==> config.mk <==
export PLATFORM = sky130hd
export DESIGN_NAME = inst_mem_ctrl
export DESIGN_NICKNAME = d
export VERILOG_FILES = /design/src/rtl/inst_mem_ctrl.sv
export SDC_FILE = /design/constraint.sdc
export NUM_CORES = 1
export LEC_CHECK = 0
export BUFFER_PORTS_ARGS = -buffer_cell sky130_fd_sc_hd__buf_4
export CORE_MARGIN = 10
export CORE_UTILIZATION = 45
export CTS_CLUSTER_SIZE = 30
export DETAILED_ROUTE_END_ITERATION = 8
export GPL_ROUTABILITY_DRIVEN = 0
export PLACE_DENSITY = 0.65
export SYNTH_ARGS = -nofsm -noshare
export SYNTH_HDL_FRONTEND = slang
export SYNTH_SLANG_ARGS = --single-unit
==> constraint.sdc <==
create_clock -name clk -period 2.5 [get_ports clk]
set_input_delay 0.25 -clock clk [delete_from_list [all_inputs] [get_ports clk]]
set_output_delay 0.25 -clock clk [all_outputs]
set_load 0.005 [all_outputs]
==> src/rtl/inst_mem_ctrl.sv <==
// Instruction memory: NOP-filled at reset, byte-enabled program loads, one fetch per cycle.
// Fetch latency 1 cycle; fetch_ready is low only during the DEPTH_WORDS-cycle fill.
module inst_mem_ctrl #(
  parameter int          DEPTH_WORDS = 16,
  parameter logic [31:0] NOP_WORD    = 32'h0000_0013
) (
  input  logic                           clk,
  input  logic                           reset,
  input  logic                           fetch_req,
  input  logic [31:0]                    PC,
  output logic                           fetch_ready,
  output logic [31:0]                    Instruction_Code,
  output logic                           instr_valid,
  output logic                           instr_fault,
  input  logic                           load_en,
  input  logic [$clog2(DEPTH_WORDS)-1:0] load_addr,
  input  logic [31:0]                    load_data,
  input  logic [3:0]                     load_be,
  output logic                           init_done
);

  localparam int AW = $clog2(DEPTH_WORDS);

  typedef enum logic {ST_INIT, ST_RUN} state_t;

  state_t         state_q;
  logic [AW-1:0]  cnt_q;
  logic [AW-1:0]  cnt_d;
  logic           vld_q;
  logic           fault_q;
  logic [31:0]    code_q;
  logic [31:0]    mem_q [DEPTH_WORDS];

  logic [AW-1:0]  rd_idx;
  logic           pc_fault;

  assign cnt_d  = cnt_q + 1'b1;
  assign rd_idx = PC[AW+1:2];
  // Any set bit above the word index means the PC is past the end; never wrap.
  assign pc_fault = (PC[1:0] != 2'b00) || (PC[31:AW+2] != '0);

  always_ff @(posedge clk or posedge reset) begin
    if (reset) begin
      state_q <= ST_INIT;
      cnt_q   <= '0;
      vld_q   <= 1'b0;
      fault_q <= 1'b0;
      code_q  <= NOP_WORD;
    end else begin
      vld_q   <= 1'b0;
      fault_q <= 1'b0;
      case (state_q)
        ST_INIT: begin
          cnt_q <= cnt_d;
          if (cnt_q == AW'(DEPTH_WORDS - 1)) begin
            state_q <= ST_RUN;
          end
        end
        ST_RUN: begin
          if (fetch_req) begin
            vld_q   <= 1'b1;
            fault_q <= pc_fault;
            code_q  <= pc_fault ? NOP_WORD : mem_q[rd_idx];
          end
        end
        default: state_q <= ST_INIT;
      endcase
    end
  end

  // Read in the block above sees the old word, giving read-before-write on collisions.
  always_ff @(posedge clk) begin
    if (state_q == ST_INIT) begin
      mem_q[cnt_q] <= NOP_WORD;
    end else if (load_en) begin
      for (int b = 0; b < 4; b++) begin
        if (load_be[b]) begin
          mem_q[load_addr][8*b +: 8] <= load_data[8*b +: 8];
        end
      end
    end
  end

  assign fetch_ready      = (state_q == ST_RUN);
  assign init_done        = (state_q == ST_RUN);
  assign instr_valid      = vld_q;
  assign instr_fault      = fault_q;
  assign Instruction_Code = code_q;

endmodule

# Word-level counts from Yosys, hierarchy flattened

Memory sizes are Yosys's and may differ from the RTL's.
Index checks and enable logic that the tools add are counted.

Input port bits: 76
Register bits: 39
RAM bits: 512
Logic and storage cells: 40
Memories: 1

Memories:

| memory | words | width | rd ports | clocked after Yosys merged registers in | write ports | line | text |
|---|---|---|---|---|---|---|---|
| mem_q  | 16    | 32    | 1        | 0                                       | 1           | 32   | `logic [31:0] mem_q [DEPTH_WORDS];` |

Add/sub/neg operators: 1
Equality and inequality tests: 1
Multiplexer cells: 27
Reductions and logical operators: 5

Operators with widths:

| cell                                                           | count |
|---|---|
| 32-bit 2-to-1 mux                                              | 2 |
| 32-bit OR reduction                                            | 1 |
| 26-bit nonzero test                                            | 1 |
| 1-bit 2-to-1 mux                                               | 23 |
| 4-bit 2-to-1 mux                                               | 2 |
| 4-bit by 1-bit adder with 4-bit output (second input constant) | 1 |
| 4-bit equality test (second input constant)                    | 1 |
| 2-bit AND reduction                                            | 1 |
| 2-bit nonzero test                                             | 1 |
| 1-bit logical OR                                               | 1 |

# Depth between registers and ports, before layout

Depth after elaboration: 6
Mapped depth: 8

# Worst setup path after synthesis

OpenSTA, ideal clock, no wires.

Path type: reg-to-reg
Start point: register state_q, in the netlist fetch_ready
End point: memory mem_q[12][24] (enable)
Required time: 2.117 ns
Library setup time: 0.383 ns
Stages on the path, launching flop included: 6
Path slack: 0.082 ns
Arrival time: 2.034 ns
Cells stage by stage: dfrtp_1 -> nand2_1 -> nor2_4 -> mux2_2 -> buf_2 -> nor3_1

Cells in the longest elaborated chain, start to end: 4

Ends and longest elaborated chain:

| what                                   | line | text |
|---|---|---|
| start, declared                        | 26   | `state_t state_q;` |
| start signal, assigned                 | 44   | `state_q <= ST_INIT;` |
| start signal, assigned                 | 56   | `state_q <= ST_RUN;` |
| start signal, assigned                 | 66   | `default: state_q <= ST_INIT;` |
| 1-bit 2-to-1 mux                       | 73   | `if (state_q == ST_INIT) begin` |
| 1-bit 2-to-1 mux (implied by the code) | 78   | `mem_q[load_addr][8*b +: 8] <= load_data[8*b +: 8];` |
| 32-bit OR reduction (no line)          | n/a  |  |
| 4-bit 2-to-1 mux (no line)             | n/a  |  |
| end, declared                          | 32   |  |

Several ways; a longest one is shown, not always the timed one.

# Final worst setup path

Start point: register state_q, in the netlist fetch_ready
End point: memory mem_q[12][23] (enable)

The elaborated chain is that of the path after synthesis.

==> PnR_summary.wiki <==
{| class="wikitable"
! Metric !! Value
|-
| Leakage power || between 9 and 10 nW
|-
| Die Footprint || around 59000 um^2
|-
| Most used cells in the layout excluding fill and tap cells || 512 x sky130_fd_sc_hd__edfxtp_1, 221 x sky130_fd_sc_hd__buf_4, 177 x sky130_fd_sc_hd__mux2i_1
|-
| Setup Buffers After CTS || 0
|-
| Combined area of all synthesized cells || roughly 22000 um^2
|-
| Pre-CTS worst setup slack || 0.0436 ns
|-
| Die boundary width || 242 um
|-
| Number of vias per cell || 5.72
|-
| Worst Reg2Reg Path Length in Cells || 6
|-
| Mean post-synth cell area || 17.0 um^2
|-
| Setup skew after layout || 0.0148 ns
|-
| Critical path start-end classification || register to register
|-
| Count of buffers from port buffering || around 110
|-
| Worst ir drop on vdd || 0.429 mV
|-
| Number of synthesized register bits || 551
|-
| Register-to-register setup slack || between 0.1 and 0.15 ns
|-
| Highest achievable clock rate || 418 MHz
|-
| Remaining routing DRC violations || 0
|-
| CP Data Arrival Time || around 2.7 ns
|-
| Proportion of layout cells with a drive suffix above 1 || 25.7%
|-
| Final hold violation count || 1
|-
| Maximum level of the CTS H-tree || 2
|-
| Signed area change from the synthesized netlist to the final layout || 18.1%
|-
| Synth Flop Type || sky130_fd_sc_hd__edfxtp_1
|-
| Post-synthesis cell type count || 45
|-
| Chip Height || 242 um
|-
| CP startpoint kind || register
|-
| Nets in the synthesized netlist || between 1000 and 1500
|-
| Area of the multi-input gates || about 5500 um^2
|-
| EDFF count, synth || roughly 510
|-
| Clock-pin slew on the worst setup and hold paths || 0.06 ns
|-
| Power density over the cells || 732 nW/um^2
|-
| Critical Path Fanout Max || 16
|-
| Number of primary I/O pins || 112
|-
| Num Clock Sinks || 551
|-
| Count of endpoints failing setup in the final report || 0
|-
| Clock root buffer master || sky130_fd_sc_hd__clkbuf_16
|-
| TritonCTS clock tree || yes
|-
| Worst hold path startpoint || PC[8]
|-
| Pin count of the biggest net entering global routing || 44
|-
| Diodes inserted || 0
|-
| Final WL || 58.5 mm
|-
| Number of warnings issued by yosys || 0
|-
| Most used cell along the critical path || sky130_fd_sc_hd__buf_4
|-
| Period utilisation layout || 95.7%
|-
| Number of cells on the worst hold path || 5
|-
| Setup TNS Final || 0 ns
|-
| Total clock buffers created by CTS || 54
|-
| RSZ-0062 raised after global routing || no
|-
| Headroom to the max-slew limit || 18.4%
|-
| Register area || 16400 um^2
|-
| Initial antenna violation count || 2
|-
| Outcome || finished, violations left
|-
| Critical-path cell list || nand2_1 -> nor2_4 -> buf_4 -> mux2_2 -> nor3_1 -> buf_4
|-
| Number of nets in the layout || 1587
|-
| Final antenna-violating net count || 0
|-
| Most common cell after layout, fill and taps aside || sky130_fd_sc_hd__edfxtp_1
|-
| Clock Path Buffers || 3
|-
| DRC marker count from the first detailed-route iteration || 1338
|-
| Crit path time final || 2.39 ns
|-
| Post-synthesis sequential area ratio || 73.4%
|-
| Cell family with the largest share of critical-path delay || simple AND/OR/NAND/NOR gates
|-
| Cells after DPL || approximately 2100
|-
| Worst Setup End Kind || register
|-
| Hold slack || -0.0118 ns
|-
| End of the worst hold path || instr_fault
|-
| Worst stage delay on the critical path || between 0.5 and 0.6 ns
|-
| Bufs and invs on worst path || 2
|-
| DR vias || 12700
|-
| Final Worst Setup Slack || 0.109 ns
|-
| Overall fraction of global-route tracks in use || 19.5%
|-
| WL/cell || roughly 26 um
|-
| Rows || 81
|-
| Violated checks || negative hold slack
|-
| Worst-Margin Slew || 1.21 ns
|-
| Placed wire-length estimate after detailed placement || 38.5 mm
|-
| Floorplan Core Area || ~49000 um^2
|-
| Critical Path RT || 2.82 ns
|-
| Total grt overflow || 0
|-
| Start of the worst register-to-register path || fetch_ready
|-
| # Max-Cap Violations || 0
|-
| Max Transition Viols Final || 0
|-
| Total iterations of the first detailed-routing run || 5
|-
| Post-layout power || 19.3 mW
|-
| Master of the slowest instance on the critical path || sky130_fd_sc_hd__mux2_2
|-
| Clock network latency to the later pin of the worst-skew pair || 0.61 ns
|-
| Final cell count without fillers || 2220
|-
| Initial standard-cell utilization of the core || 45.5%
|-
| Fill cells || 3899
|-
| Global-route wire length before repair || about 86 mm
|-
| Min-delay worst type || input pin to register
|-
| Synthesized instance count || 1307
|-
| Capture instance of the worst register-to-register path || mem_q[12][23]
|-
| Number of global-route vias before repair || approximately 13000
|-
| Asr flop ratio synth || 7.08%
|}
-- sequential cells by signal (all words and copies together) (netlist names) --
name              flops
fetch_ready           1
cnt_q                 4
instr_fault           1
Instruction_Code     32
mem_q               512
instr_valid           1
-- per-stage QoR --
step	instance area [um^2]	utilization, %
final	26300	53.7
after detailed placement	24500	50.0
after global routing	26300	53.7
after floorplan	22300	-
after global placement	24500	50.0
after CTS	26300	53.7
-- cells by family (layout without fill, tap and decap cells) --
kind of cell | after synthesis | count (layout) | synth area share, %
AOI/OAI and AO/OA | 179 | 179 | 6.12
xor gates and xnor gates | 3 | 3 | 0.118
adders and majority gates | 1 | 1 | 0.0562
buffers and inverters | 90 | 339 | 2.10
DFF | 551 | 551 | 73.4
muxes | 231 | 231 | 12.5
and+or+nand+nor | 252 | 252 | 5.71
-- Yosys cell counts, types with 28 or more instances --
| cell type | instances | area share, % |
|---|---|---|
| sky130_fd_sc_hd__a211oi_1 | 42 | 1.4 |
| sky130_fd_sc_hd__a21bo_2 | 28 | 1.3 |
| sky130_fd_sc_hd__and2_1 | 29 | 0.81 |
| sky130_fd_sc_hd__buf_2 | 34 | 0.76 |
| sky130_fd_sc_hd__clkbuf_1 | 34 | 0.57 |
| sky130_fd_sc_hd__dfrtp_1 | 36 | 4.0 |
| sky130_fd_sc_hd__edfxtp_1 | 512 | 69 |
| sky130_fd_sc_hd__mux2i_1 | 183 | 8.2 |
| sky130_fd_sc_hd__mux4_2 | 36 | 3.6 |
| sky130_fd_sc_hd__nand2_1 | 46 | 0.78 |
| sky130_fd_sc_hd__nor2_1 | 42 | 0.71 |
| sky130_fd_sc_hd__nor3_1 | 92 | 2.1 |
| sky130_fd_sc_hd__o211ai_1 | 28 | 0.94 |
| sky130_fd_sc_hd__o22ai_1 | 60 | 1.7 |
-- repair_timing --
| item | in CTS | in global routing |
|---|---|---|
| gates resized for setup | 0 | 1 |
| hold buffers | 5 | 0 |
| endpoints found under the hold margin | 16 | 0 |
| endpoints found under the setup margin | 0 | 8 |
-- routing by layer --
layer | wire (um) | vias to the layer above | global-route usage (%)
met4 | 1400 | 0 | 5.68
met3 | 3680 | 96 | 3.66
met1 | 24900 | 6529 | 26.4
met2 | 28500 | 461 | 31.8
li1 | - | 5602 | -
met5 | 0 | - | 0
-- power by group --
group	switching, mW	internal (mW)
registers	0.00290	10.1
clock network	3.37	4.70
logic	0.698	0.375
-- layout make-up --
type | instances | area share, %
clock buffers | 85 | 5.94
clock inverters | 17 | 0.752
inverters | 3 | 0.0428
multi-input cells | 666 | 20.8
flip-flops and latches | 551 | 62.2
well taps | 664 | 3.16
repair buffers | 234 | 7.09
-- tightest hold or removal path, delay by kind of cell --
kind	cells	cell delay, ns
buf+inv	1	0.08
simple gates	4	0.23
-- how the worst max path moves through the flow --
| stage | start | endpoint | depth (start not counted) |
|---|---|---|---|
| 2_1_floorplan | fetch_ready | mem_q[12][24] | 5 |
| 3_5_place_dp | load_en | mem_q[13][26] | 7 |
| 5_1_grt | fetch_ready | mem_q[14][29] | 6 |
| 4_1_cts | fetch_ready | mem_q[13][31] | 6 |
| 6_report | fetch_ready | mem_q[12][23] | 6 |
| 3_3_place_gp | load_be[0] | mem_q[13][29] | 7 |
(Power assumes the default switching activity.)
